## config.mk

```make
export PLATFORM = sky130hd
export DESIGN_NAME = uart_rx_cmd_ctrl_flat
export DESIGN_NICKNAME = d
export VERILOG_FILES = /design/src/rtl/uart_rx_cmd_ctrl_if.sv /design/src/rtl/uart_rx_cmd_ctrl.sv /design/src/flat_wrapper.sv
export SDC_FILE = /design/constraint.sdc
export NUM_CORES = 1
export LEC_CHECK = 0
export ABC_AREA = 1
export CAP_MARGIN = 20
export CORE_ASPECT_RATIO = 0.8
export CORE_MARGIN = 2
export CORE_UTILIZATION = 31
export DETAILED_ROUTE_END_ITERATION = 12
export PLACE_DENSITY = 0.61
export SETUP_SLACK_MARGIN = 0.05
export SLEW_MARGIN = 20
export SYNTH_ARGS = -nofsm -noshare
export SYNTH_HDL_FRONTEND = slang
export SYNTH_SLANG_ARGS = --single-unit
```

## constraint.sdc

```tcl
create_clock -name i_clk -period 1.3 [get_ports i_clk]
set_input_delay 0.26 -clock i_clk [delete_from_list [all_inputs] [get_ports i_clk]]
set_output_delay 0.26 -clock i_clk [all_outputs]
set_load 0.05 [all_outputs]
```

## src/rtl/uart_rx_cmd_ctrl_if.sv

```systemverilog
// Byte/strobe bundle between the UART command sequencer and its receiver, register file and
// transmitter. The sequencer takes the master modport.
interface uart_rx_cmd_ctrl_if #(
    parameter int unsigned WIDTH      = 8,
    parameter int unsigned ADDR_WIDTH = 4
);
    logic [WIDTH-1:0]      rx_p_data;
    logic                  rx_d_vld;
    logic                  rf_wr_en;
    logic                  rf_rd_en;
    logic [ADDR_WIDTH-1:0] rf_address;
    logic [WIDTH-1:0]      rf_wr_data;
    logic [WIDTH-1:0]      rf_rd_data;
    logic                  rf_rd_data_vld;
    logic [WIDTH-1:0]      tx_p_data;
    logic                  tx_d_vld;
    logic                  tx_busy;
    logic                  cmd_error;

    modport master (
        input  rx_p_data, rx_d_vld, rf_rd_data, rf_rd_data_vld, tx_busy,
        output rf_wr_en, rf_rd_en, rf_address, rf_wr_data, tx_p_data, tx_d_vld, cmd_error
    );

    modport slave (
        output rx_p_data, rx_d_vld, rf_rd_data, rf_rd_data_vld, tx_busy,
        input  rf_wr_en, rf_rd_en, rf_address, rf_wr_data, tx_p_data, tx_d_vld, cmd_error
    );
endinterface

```

## src/rtl/uart_rx_cmd_ctrl.sv

```systemverilog
// Parses UART bytes into register-file write/read frames and returns read data to the transmitter.
// Define CMD_TIMEOUT_EN to build the waiting-state timeout counter.
module uart_rx_cmd_ctrl #(
    parameter int unsigned     WIDTH      = 8,
    parameter int unsigned     ADDR_WIDTH = 4,
    parameter logic [WIDTH-1:0] WR_CMD    = 8'hAA,
    parameter logic [WIDTH-1:0] RD_CMD    = 8'hBB,
    parameter logic [15:0]     TIMEOUT    = 16'd50000
) (
    input logic                 i_clk,
    input logic                 i_rst_n,
    uart_rx_cmd_ctrl_if.master  bus
);

    typedef enum logic [2:0] {
        StIdle, StWrAddr, StWrData, StRdAddr, StRdWait, StTxSend
    } state_e;

    state_e                r_state, w_state_nxt;
    logic [ADDR_WIDTH-1:0] r_addr, w_addr_nxt;
    logic [WIDTH-1:0]      r_wdata, w_wdata_nxt;
    logic [WIDTH-1:0]      r_txd, w_txd_nxt;
    logic                  r_wr_en, w_wr_en_nxt;
    logic                  r_rd_en, w_rd_en_nxt;
    logic                  r_tx_vld, w_tx_vld_nxt;
    logic                  r_err, w_err_nxt;

`ifdef CMD_TIMEOUT_EN
    logic [15:0] r_cnt, w_cnt_nxt;
    logic        w_waiting, w_event;
`else
    logic        w_unused_timeout;
    assign w_unused_timeout = ^TIMEOUT;
`endif

    always_comb begin
        w_state_nxt  = r_state;
        w_addr_nxt   = r_addr;
        w_wdata_nxt  = r_wdata;
        w_txd_nxt    = r_txd;
        w_wr_en_nxt  = 1'b0;
        w_rd_en_nxt  = 1'b0;
        w_tx_vld_nxt = 1'b0;
        w_err_nxt    = 1'b0;
        case (r_state)
            StIdle: begin
                if (bus.rx_d_vld) begin
                    if (bus.rx_p_data == WR_CMD)      w_state_nxt = StWrAddr;
                    else if (bus.rx_p_data == RD_CMD) w_state_nxt = StRdAddr;
                    else                              w_err_nxt   = 1'b1;
                end
            end
            StWrAddr: begin
                if (bus.rx_d_vld) begin
                    w_addr_nxt  = bus.rx_p_data[ADDR_WIDTH-1:0];
                    w_state_nxt = StWrData;
                end
            end
            StWrData: begin
                if (bus.rx_d_vld) begin
                    w_wdata_nxt = bus.rx_p_data;
                    w_wr_en_nxt = 1'b1;
                    w_state_nxt = StIdle;
                end
            end
            StRdAddr: begin
                if (bus.rx_d_vld) begin
                    w_addr_nxt  = bus.rx_p_data[ADDR_WIDTH-1:0];
                    w_rd_en_nxt = 1'b1;
                    w_state_nxt = StRdWait;
                end
            end
            StRdWait: begin
                if (bus.rf_rd_data_vld) begin
                    w_txd_nxt   = bus.rf_rd_data;
                    w_state_nxt = StTxSend;
                end
                if (bus.rx_d_vld) w_err_nxt = 1'b1;
            end
            StTxSend: begin
                if (!bus.tx_busy) begin
                    w_tx_vld_nxt = 1'b1;
                    w_state_nxt  = StIdle;
                end
                if (bus.rx_d_vld) w_err_nxt = 1'b1;
            end
            default: w_state_nxt = StIdle;
        endcase

`ifdef CMD_TIMEOUT_EN
        w_waiting = (r_state == StWrAddr) || (r_state == StWrData) ||
                    (r_state == StRdAddr) || (r_state == StRdWait);
        w_event   = (r_state == StRdWait) ? bus.rf_rd_data_vld : bus.rx_d_vld;
        w_cnt_nxt = 16'd0;
        // A byte dropped in RD_WAIT is not an accepted byte, so it keeps counting.
        if (w_waiting && !w_event) begin
            if (r_cnt == TIMEOUT - 16'd1) begin
                w_err_nxt   = 1'b1;
                w_state_nxt = StIdle;
            end else begin
                w_cnt_nxt = r_cnt + 16'd1;
            end
        end
`endif
    end

    always_ff @(posedge i_clk or negedge i_rst_n) begin
        if (!i_rst_n) begin
            r_state  <= StIdle;
            r_addr   <= '0;
            r_wdata  <= '0;
            r_txd    <= '0;
            r_wr_en  <= 1'b0;
            r_rd_en  <= 1'b0;
            r_tx_vld <= 1'b0;
            r_err    <= 1'b0;
        end else begin
            r_state  <= w_state_nxt;
            r_addr   <= w_addr_nxt;
            r_wdata  <= w_wdata_nxt;
            r_txd    <= w_txd_nxt;
            r_wr_en  <= w_wr_en_nxt;
            r_rd_en  <= w_rd_en_nxt;
            r_tx_vld <= w_tx_vld_nxt;
            r_err    <= w_err_nxt;
        end
    end

`ifdef CMD_TIMEOUT_EN
    always_ff @(posedge i_clk or negedge i_rst_n) begin
        if (!i_rst_n) r_cnt <= 16'd0;
        else          r_cnt <= w_cnt_nxt;
    end
`endif

    assign bus.rf_wr_en   = r_wr_en;
    assign bus.rf_rd_en   = r_rd_en;
    assign bus.rf_address = r_addr;
    assign bus.rf_wr_data = r_wdata;
    assign bus.tx_p_data  = r_txd;
    assign bus.tx_d_vld   = r_tx_vld;
    assign bus.cmd_error  = r_err;

endmodule

```

## src/flat_wrapper.sv

```systemverilog
// flat-port wrapper written by rule: the top's interface ports become plain ports
module uart_rx_cmd_ctrl_flat 
#(
    parameter int unsigned     WIDTH      = 8,
    parameter int unsigned     ADDR_WIDTH = 4,
    parameter logic [WIDTH-1:0] WR_CMD    = 8'hAA,
    parameter logic [WIDTH-1:0] RD_CMD    = 8'hBB,
    parameter logic [15:0]     TIMEOUT    = 16'd50000
)
  (i_clk, i_rst_n, bus_rx_p_data, bus_rx_d_vld, bus_rf_rd_data, bus_rf_rd_data_vld, bus_tx_busy, bus_rf_wr_en, bus_rf_rd_en, bus_rf_address, bus_rf_wr_data, bus_tx_p_data, bus_tx_d_vld, bus_cmd_error);
  uart_rx_cmd_ctrl_if #(.WIDTH(WIDTH), .ADDR_WIDTH(ADDR_WIDTH)) bus_i ();
  input logic i_clk;
  input logic i_rst_n;
  input wire logic [$bits(bus_i.rx_p_data)-1:0] bus_rx_p_data;
  input wire logic [$bits(bus_i.rx_d_vld)-1:0] bus_rx_d_vld;
  input wire logic [$bits(bus_i.rf_rd_data)-1:0] bus_rf_rd_data;
  input wire logic [$bits(bus_i.rf_rd_data_vld)-1:0] bus_rf_rd_data_vld;
  input wire logic [$bits(bus_i.tx_busy)-1:0] bus_tx_busy;
  output wire logic [$bits(bus_i.rf_wr_en)-1:0] bus_rf_wr_en;
  output wire logic [$bits(bus_i.rf_rd_en)-1:0] bus_rf_rd_en;
  output wire logic [$bits(bus_i.rf_address)-1:0] bus_rf_address;
  output wire logic [$bits(bus_i.rf_wr_data)-1:0] bus_rf_wr_data;
  output wire logic [$bits(bus_i.tx_p_data)-1:0] bus_tx_p_data;
  output wire logic [$bits(bus_i.tx_d_vld)-1:0] bus_tx_d_vld;
  output wire logic [$bits(bus_i.cmd_error)-1:0] bus_cmd_error;
  assign bus_i.rx_p_data = bus_rx_p_data;
  assign bus_i.rx_d_vld = bus_rx_d_vld;
  assign bus_i.rf_rd_data = bus_rf_rd_data;
  assign bus_i.rf_rd_data_vld = bus_rf_rd_data_vld;
  assign bus_i.tx_busy = bus_tx_busy;
  assign bus_rf_wr_en = bus_i.rf_wr_en;
  assign bus_rf_rd_en = bus_i.rf_rd_en;
  assign bus_rf_address = bus_i.rf_address;
  assign bus_rf_wr_data = bus_i.rf_wr_data;
  assign bus_tx_p_data = bus_i.tx_p_data;
  assign bus_tx_d_vld = bus_i.tx_d_vld;
  assign bus_cmd_error = bus_i.cmd_error;
  uart_rx_cmd_ctrl #(.WIDTH(WIDTH), .ADDR_WIDTH(ADDR_WIDTH), .WR_CMD(WR_CMD), .RD_CMD(RD_CMD), .TIMEOUT(TIMEOUT)) u_core (.i_clk(i_clk), .i_rst_n(i_rst_n), .bus(bus_i));
endmodule
```

==> flow_summary.yaml, run 1 <==
global_route:
  antenna_found_initial: 0
  grt_pass1_wl_mm: 4.28
  grt-ovfl-total: 0
  grt_use_total_pct: 12.8
  grt_max_degree: 28
  grt_pass1_vias: 997
place:
  portBuffers: 44
  gp_congestion: 0.798
  hpwl_mm: 2.12
power_and_ir_drop:
  peakVddDrop_uv: 1300
  leakagePower_nw: 0.977
  power_density_nw_per_um2: 2730
synthesis:
  syn_area_sq_um: 1200
  synth_top_area_share_pct: 56.5
  synth_seq_area_share_pct: 56.5
  synth.most_common_cell: "nand2_1"
  synth_common_cells: "nand2_1 (37), dfrtp_1 (27), inv_1 (10)"
  async_flop_share_pct: 100
  synth-seq-cells: 27
  synth_ff_type: "dfrtp_1"
  synth_edf_count: 0
  synth_top_area_cell: "dfrtp_1"
  synth_area_leaders: "dfrtp_1 (56%), nand2_1 (12%), mux2_2 (7.5%)"
  yosys.cell_types.count: 19
  synth_area_per_cell_sq_um: 10.1
  synthCells: 119
  yosysWarnings: 0
  synth_nets: 140
cells_and_area:
  area_delta_synth_final_pct: 72.9
  n_fill_cell: 322
  utilization_pct: 55.1
  antennaDiodeCount: 0
  drive_gt1_share_pct: 39.7
  nNetsFinal: 196
run:
  maxCapViolCount: 0
routing:
  drt-total-wl_mm: 2.63
  vias: 973
  antenna_left: 0
  first_pass_iters: 4
  drc: 0
  wire_per_inst_microns: 12.1
  drt_iter0_drc: 87
  drt-vias-per-instance: 4.46
sta:
  period_share_pct: 95.8
  fmax_mhz: 803
  holdWs_ns: 0.341
  final-hold-violation-count: 0
  clock_skew_ns: 0.00768
  slew_violations: 0
  fin_crit_ns: 1.25
  slew_headroom_pct: 82.1
  tightest_slew_ns: 0.267
  setup_viol: 0
  rsz0062_at_grt: "true"
critical_path:
  r2r_end: "u_core.bus.cmd_error"
  cpMaxStageDelayCell: "dfrtp_2"
  start_kind: "flip-flop"
  cp-end-kind: "flip-flop"
  path_max_fanout: 8
  r2r-start: "u_core.r_state[0]"
  path_buf_inv: 1
  required_ns: 1.50
  cp_slowest_stage_delay_ns: 0.49
  arrival_ns: 1.44
  rrSetupSlack_ns: 0.05
  worstSetupPathType: "reg2reg"
  crit_family: "flip-flops"
  reg2reg_depth: 4
  crit_chain: "nor3_2 -> nand3_4 -> buf_4 -> a21oi_1"
floorplan:
  ioPinCount: 45
  num_rows: 20
  coreArea_sq_um: 3750
  die_height_microns: 59.6
  die_area_sq_um: 4370
  start_util_pct: 31.9
  die_w_microns: 73.5
clock_network:
  cts-root-buf: "clkbuf_8"
  clkSlewWorstSetupHoldPaths_ns: 0.09
  insertion_delay_ns: 0.27
  cts_buffers: 3
  cts_buffer_depth: 2
  cts_hold_buf: 0
  clkSinkCount: 27
  htreeDepth: 1
  cts_tree: "built"
worst_hold_path:
  hold_path.class: "in2async"
outcome:
  outcome: "completed"
cell type report:
class	count	area (sq um)	share of cell area [%]
Timing Repair Buffer	54	768	37.1
Sequential cell	27	679	32.8
Multi-Input combinational cell	78	479	23.2
Tap cell	44	55.1	2.66
Clock buffer	4	45.0	2.18
Inverter	11	41.3	2.00
cell usage in the layout (no fill, tap or decap):
cell,netlist,final
nand2_2,2,4
dfrtp_1,27,24
o21ai_0,4,4
a21oi_1,1,1
mux2_2,8,8
clkbuf_8,0,3
clkbuf_1,0,1
buf_4,1,9
inv_2,1,1
clkdlybuf4s50_1,0,20
buf_12,0,25
inv_1,10,10
nand3_1,6,5
nor2_4,2,2
nor3_2,1,1
nand3b_1,1,1
nand2_4,0,1
nor2_1,7,5
nand3_4,1,2
nor2_2,1,3
o21ai_2,6,6
dfrtp_2,0,3
nand2_1,37,34
nand3_2,1,1
worst register-to-register path, cell delays in order, from the launching register on:
cell     delay (ns)
dfrtp_2        0.49
nor3_2         0.29
nand3_4        0.14
buf_4          0.15
a21oi_1        0.11
metrics by stage:
stage | worst slack [ns] | setup TNS [ns] | power (mW) | std cells | cell area, sq um
2_1_floorplan | 0.175 | 0 | 3.39 | 119 | 1200
3_3_place_gp | -0.172 | -2.36 | 5.04 | 212 | 1970
3_5_place_dp | -0.185 | -2.60 | 5.11 | 212 | 1970
4_1_cts | 0.0540 | 0 | 5.61 | 216 | 2030
5_1_grt | 0.00266 | 0 | 5.94 | 218 | 2070
6_report | 0.0541 | 0 | 5.65 | 218 | 2070
cells by family (layout without fill, tap and decap cells):
family / Yosys count / count (layout) / synth area share (%)
buf+inv: 14 / 69 / 5.96
compound gates: 11 / 11 / 6.48
mux: 8 / 8 / 7.53
flops: 27 / 27 / 56.5
simple gates: 59 / 59 / 23.5
what timing repair did:
action | in CTS | in global routing
buffers inserted | 0 | 2
resized for setup | 4 | 7
pin swaps | 0 | 4
endpoints found under the setup margin | 13 | 15
state kept, by name, summed over array words and instances (netlist names):
| register | flops |
|---|---|
| u_core.bus.tx_p_data | 8 |
| u_core.bus.rf_wr_en | 1 |
| u_core.bus.rf_wr_data | 8 |
| u_core.bus.tx_d_vld | 1 |
| u_core.bus.rf_address | 4 |
| u_core.bus.rf_rd_en | 1 |
| u_core.r_state | 3 |
| u_core.bus.cmd_error | 1 |
power breakdown:
part | leakage (nW) | switching (mW) | internal, mW
Sequential | 0.337 | 0.458 | 1.22
Combinational | 0.617 | 1.82 | 1.70
Clock | 0.0228 | 0.240 | 0.219
layer usage:
metal	up-vias	routed length, microns	GRT usage [%]
met1	458	1130	16.1
li1	490	-	-
met4	0	27	3.90
met2	23	1350	21.3
met3	2	123	3.91
met5	-	0	0
worst max-delay path by stage:
stage | start | endpoint | cells after the start
2_1_floorplan | u_core.r_state[0] | u_core.bus.tx_p_data[0] | 4
3_3_place_gp | bus_rx_p_data[7] | u_core.r_state[1] | 8
3_5_place_dp | bus_rx_p_data[7] | u_core.r_state[1] | 8
4_1_cts | u_core.r_state[0] | u_core.bus.tx_p_data[2] | 3
5_1_grt | u_core.r_state[2] | u_core.r_state[2] | 7
6_report | u_core.r_state[0] | u_core.bus.cmd_error | 4
(Power assumes the default switching activity.)
==> inputs of run 2 (changes only) <==
--- a/config.mk
+++ b/config.mk
@@ -7,11 +7,13 @@
 export LEC_CHECK = 0
 export ABC_AREA = 1
 export CAP_MARGIN = 20
+export CELL_PAD_IN_SITES_DETAIL_PLACEMENT = 1
+export CELL_PAD_IN_SITES_GLOBAL_PLACEMENT = 1
 export CORE_ASPECT_RATIO = 0.8
 export CORE_MARGIN = 2
 export CORE_UTILIZATION = 31
 export DETAILED_ROUTE_END_ITERATION = 12
-export PLACE_DENSITY = 0.61
+export PLACE_DENSITY = 0.77
 export SETUP_SLACK_MARGIN = 0.05
 export SLEW_MARGIN = 20
 export SYNTH_ARGS = -nofsm -noshare
==> flow_summary.yaml, run 2 (synthesis results as in run 1) <==
sta:
  fin_crit_ns: 1.26
  setup_tns_ns: 0
  tightest_slew_ns: 0.238
  rsz0062_at_grt: "true"
  setup_viol: 0
  slew_headroom_pct: 84.1
  slew_violations: 0
  clock_skew_ns: 0.00185
  final-hold-violation-count: 0
  period_share_pct: 97.0
  fmax_mhz: 793
clock_network:
  cts_buffers: 3
  insertion_delay_ns: 0.28
  cts_tree: "built"
  cts-root-buf: "clkbuf_8"
  cts_buffer_depth: 2
  clkSinkCount: 27
  htreeDepth: 1
  clkSlewWorstSetupHoldPaths_ns: 0.09
  cts_hold_buf: 0
cells_and_area:
  final_area_sq_um: 2100
  n_fill_cell: 400
  antennaDiodeCount: 0
  final_common_cell: "nand2_1"
  drive_gt1_share_pct: 42.6
  stdcell_count: 220
  nNetsFinal: 198
  utilization_pct: 55.9
  layout_common_cells: "nand2_1 (33), buf_12 (25), dfrtp_1 (24)"
  area_delta_synth_final_pct: 75.5
critical_path:
  start_kind: "flip-flop"
  required_ns: 1.47
  reg2reg_depth: 3
  cp-end-kind: "flip-flop"
  worstSetupPathType: "reg2reg"
  r2r_end: "u_core.bus.tx_p_data[7]"
  rrSetupSlack_ns: 0.04
  path_max_fanout: 8
  arrival_ns: 1.43
  r2r-start: "u_core.r_state[0]"
global_route:
  grt_pass1_wl_mm: 5.00
  grt_use_total_pct: 15.1
  grt_pass1_vias: 1066
  antenna_found_initial: 0
  grt_max_degree: 28
  grt-ovfl-total: 0
place:
  dpl.cell_count: 211
  hpwl_mm: 2.47
  place_area_sq_um: 1970
  portBuffers: 44
  gp_congestion: 0.806
worst_hold_path:
  hold_path.class: "in2async"
routing:
  antenna_left: 0
  drt_iter0_drc: 49
  drc: 0
  drt-vias-per-instance: 4.63
  first_pass_iters: 4
  vias: 1018
  drt-total-wl_mm: 3.26
  wire_per_inst_microns: 14.8
power_and_ir_drop:
  leakagePower_nw: 0.987
  p_total_mw: 5.83
  peakVddDrop_uv: 1110
  power_density_nw_per_um2: 2780
floorplan:
  num_rows: 20
  die_area_sq_um: 4370
  start_util_pct: 31.9
  die_height_microns: 59.6
  ioPinCount: 45
  die_w_microns: 73.5
  coreArea_sq_um: 3750
outcome:
  outcome: "completed"
run:
  maxCapViolCount: 0
-- run 2: worst max-delay path by stage --
stage                                 start                       end  slack, ns  depth (start not counted)
after floorplan           u_core.r_state[0]   u_core.bus.tx_p_data[0]       0.17                          4
after global placement     bus_rx_p_data[7]         u_core.r_state[2]      -0.19                          8
after detailed placement       bus_rx_d_vld  u_core.bus.rf_wr_data[7]      -0.26                          7
after CTS                      bus_rx_d_vld  u_core.bus.rf_wr_data[7]       0.05                          7
after global routing      u_core.r_state[2]         u_core.r_state[0]      -0.01                          6
final                     u_core.r_state[0]   u_core.bus.tx_p_data[7]       0.04                          3
-- run 2: stage by stage --
| step | hold WS, ns | worst slack, ns |
|---|---|---|
| floorplan | -0.0356 | 0.175 |
| global placement | 0.532 | -0.188 |
| detailed placement | 0.551 | -0.262 |
| CTS | 0.337 | 0.0489 |
| global route | 0.327 | -0.0131 |
| finish | 0.323 | 0.0394 |
-- run 2: what timing repair did --
item                       in CTS  in global routing
gates resized for setup         5                 12
setup buffers                   1                  3
setup endpoints to repair      23                 19
pin swaps                       0                  9
cloned                          0                  1
-- run 2: where the power goes --
group / internal [mW] / switching, mW
Clock: 0.218 / 0.270
Sequential: 1.22 / 0.460
Combinational: 1.73 / 1.94
Total: 3.17 / 2.67
-- run 2: layout make-up --
class                           instances  area [sq um]  share of cell area (%)
Timing Repair Buffer                   55           773                    36.8
Sequential cell                        27           679                    32.4
Multi-Input combinational cell         79           502                    23.9
Tap cell                               44          55.1                    2.62
Clock buffer                            3          41.3                    1.97
Inverter                               11          41.3                    1.97
Clock inverter                          1          7.51                   0.358
-- run 2: per-layer routing --
| metal | track usage, % | up-vias | wire [microns] | share of wire, % |
|---|---|---|---|---|
| li1 | - | 490 | - | - |
| met1 | 18.4 | 493 | 1350 | 41 |
| met2 | 27.3 | 30 | 1730 | 53 |
| met3 | 3.40 | 5 | 153 | 4.7 |
| met4 | 3.12 | 0 | 37 | 1.1 |
| met5 | 0 | - | 0 | 0 |
-- run 2: worst max-delay path, cell delays in order (launching register included) --
cell     delay [ns]
dfrtp_2        0.50
nor2_4         0.19
nand3_4        0.15
mux2_2         0.31
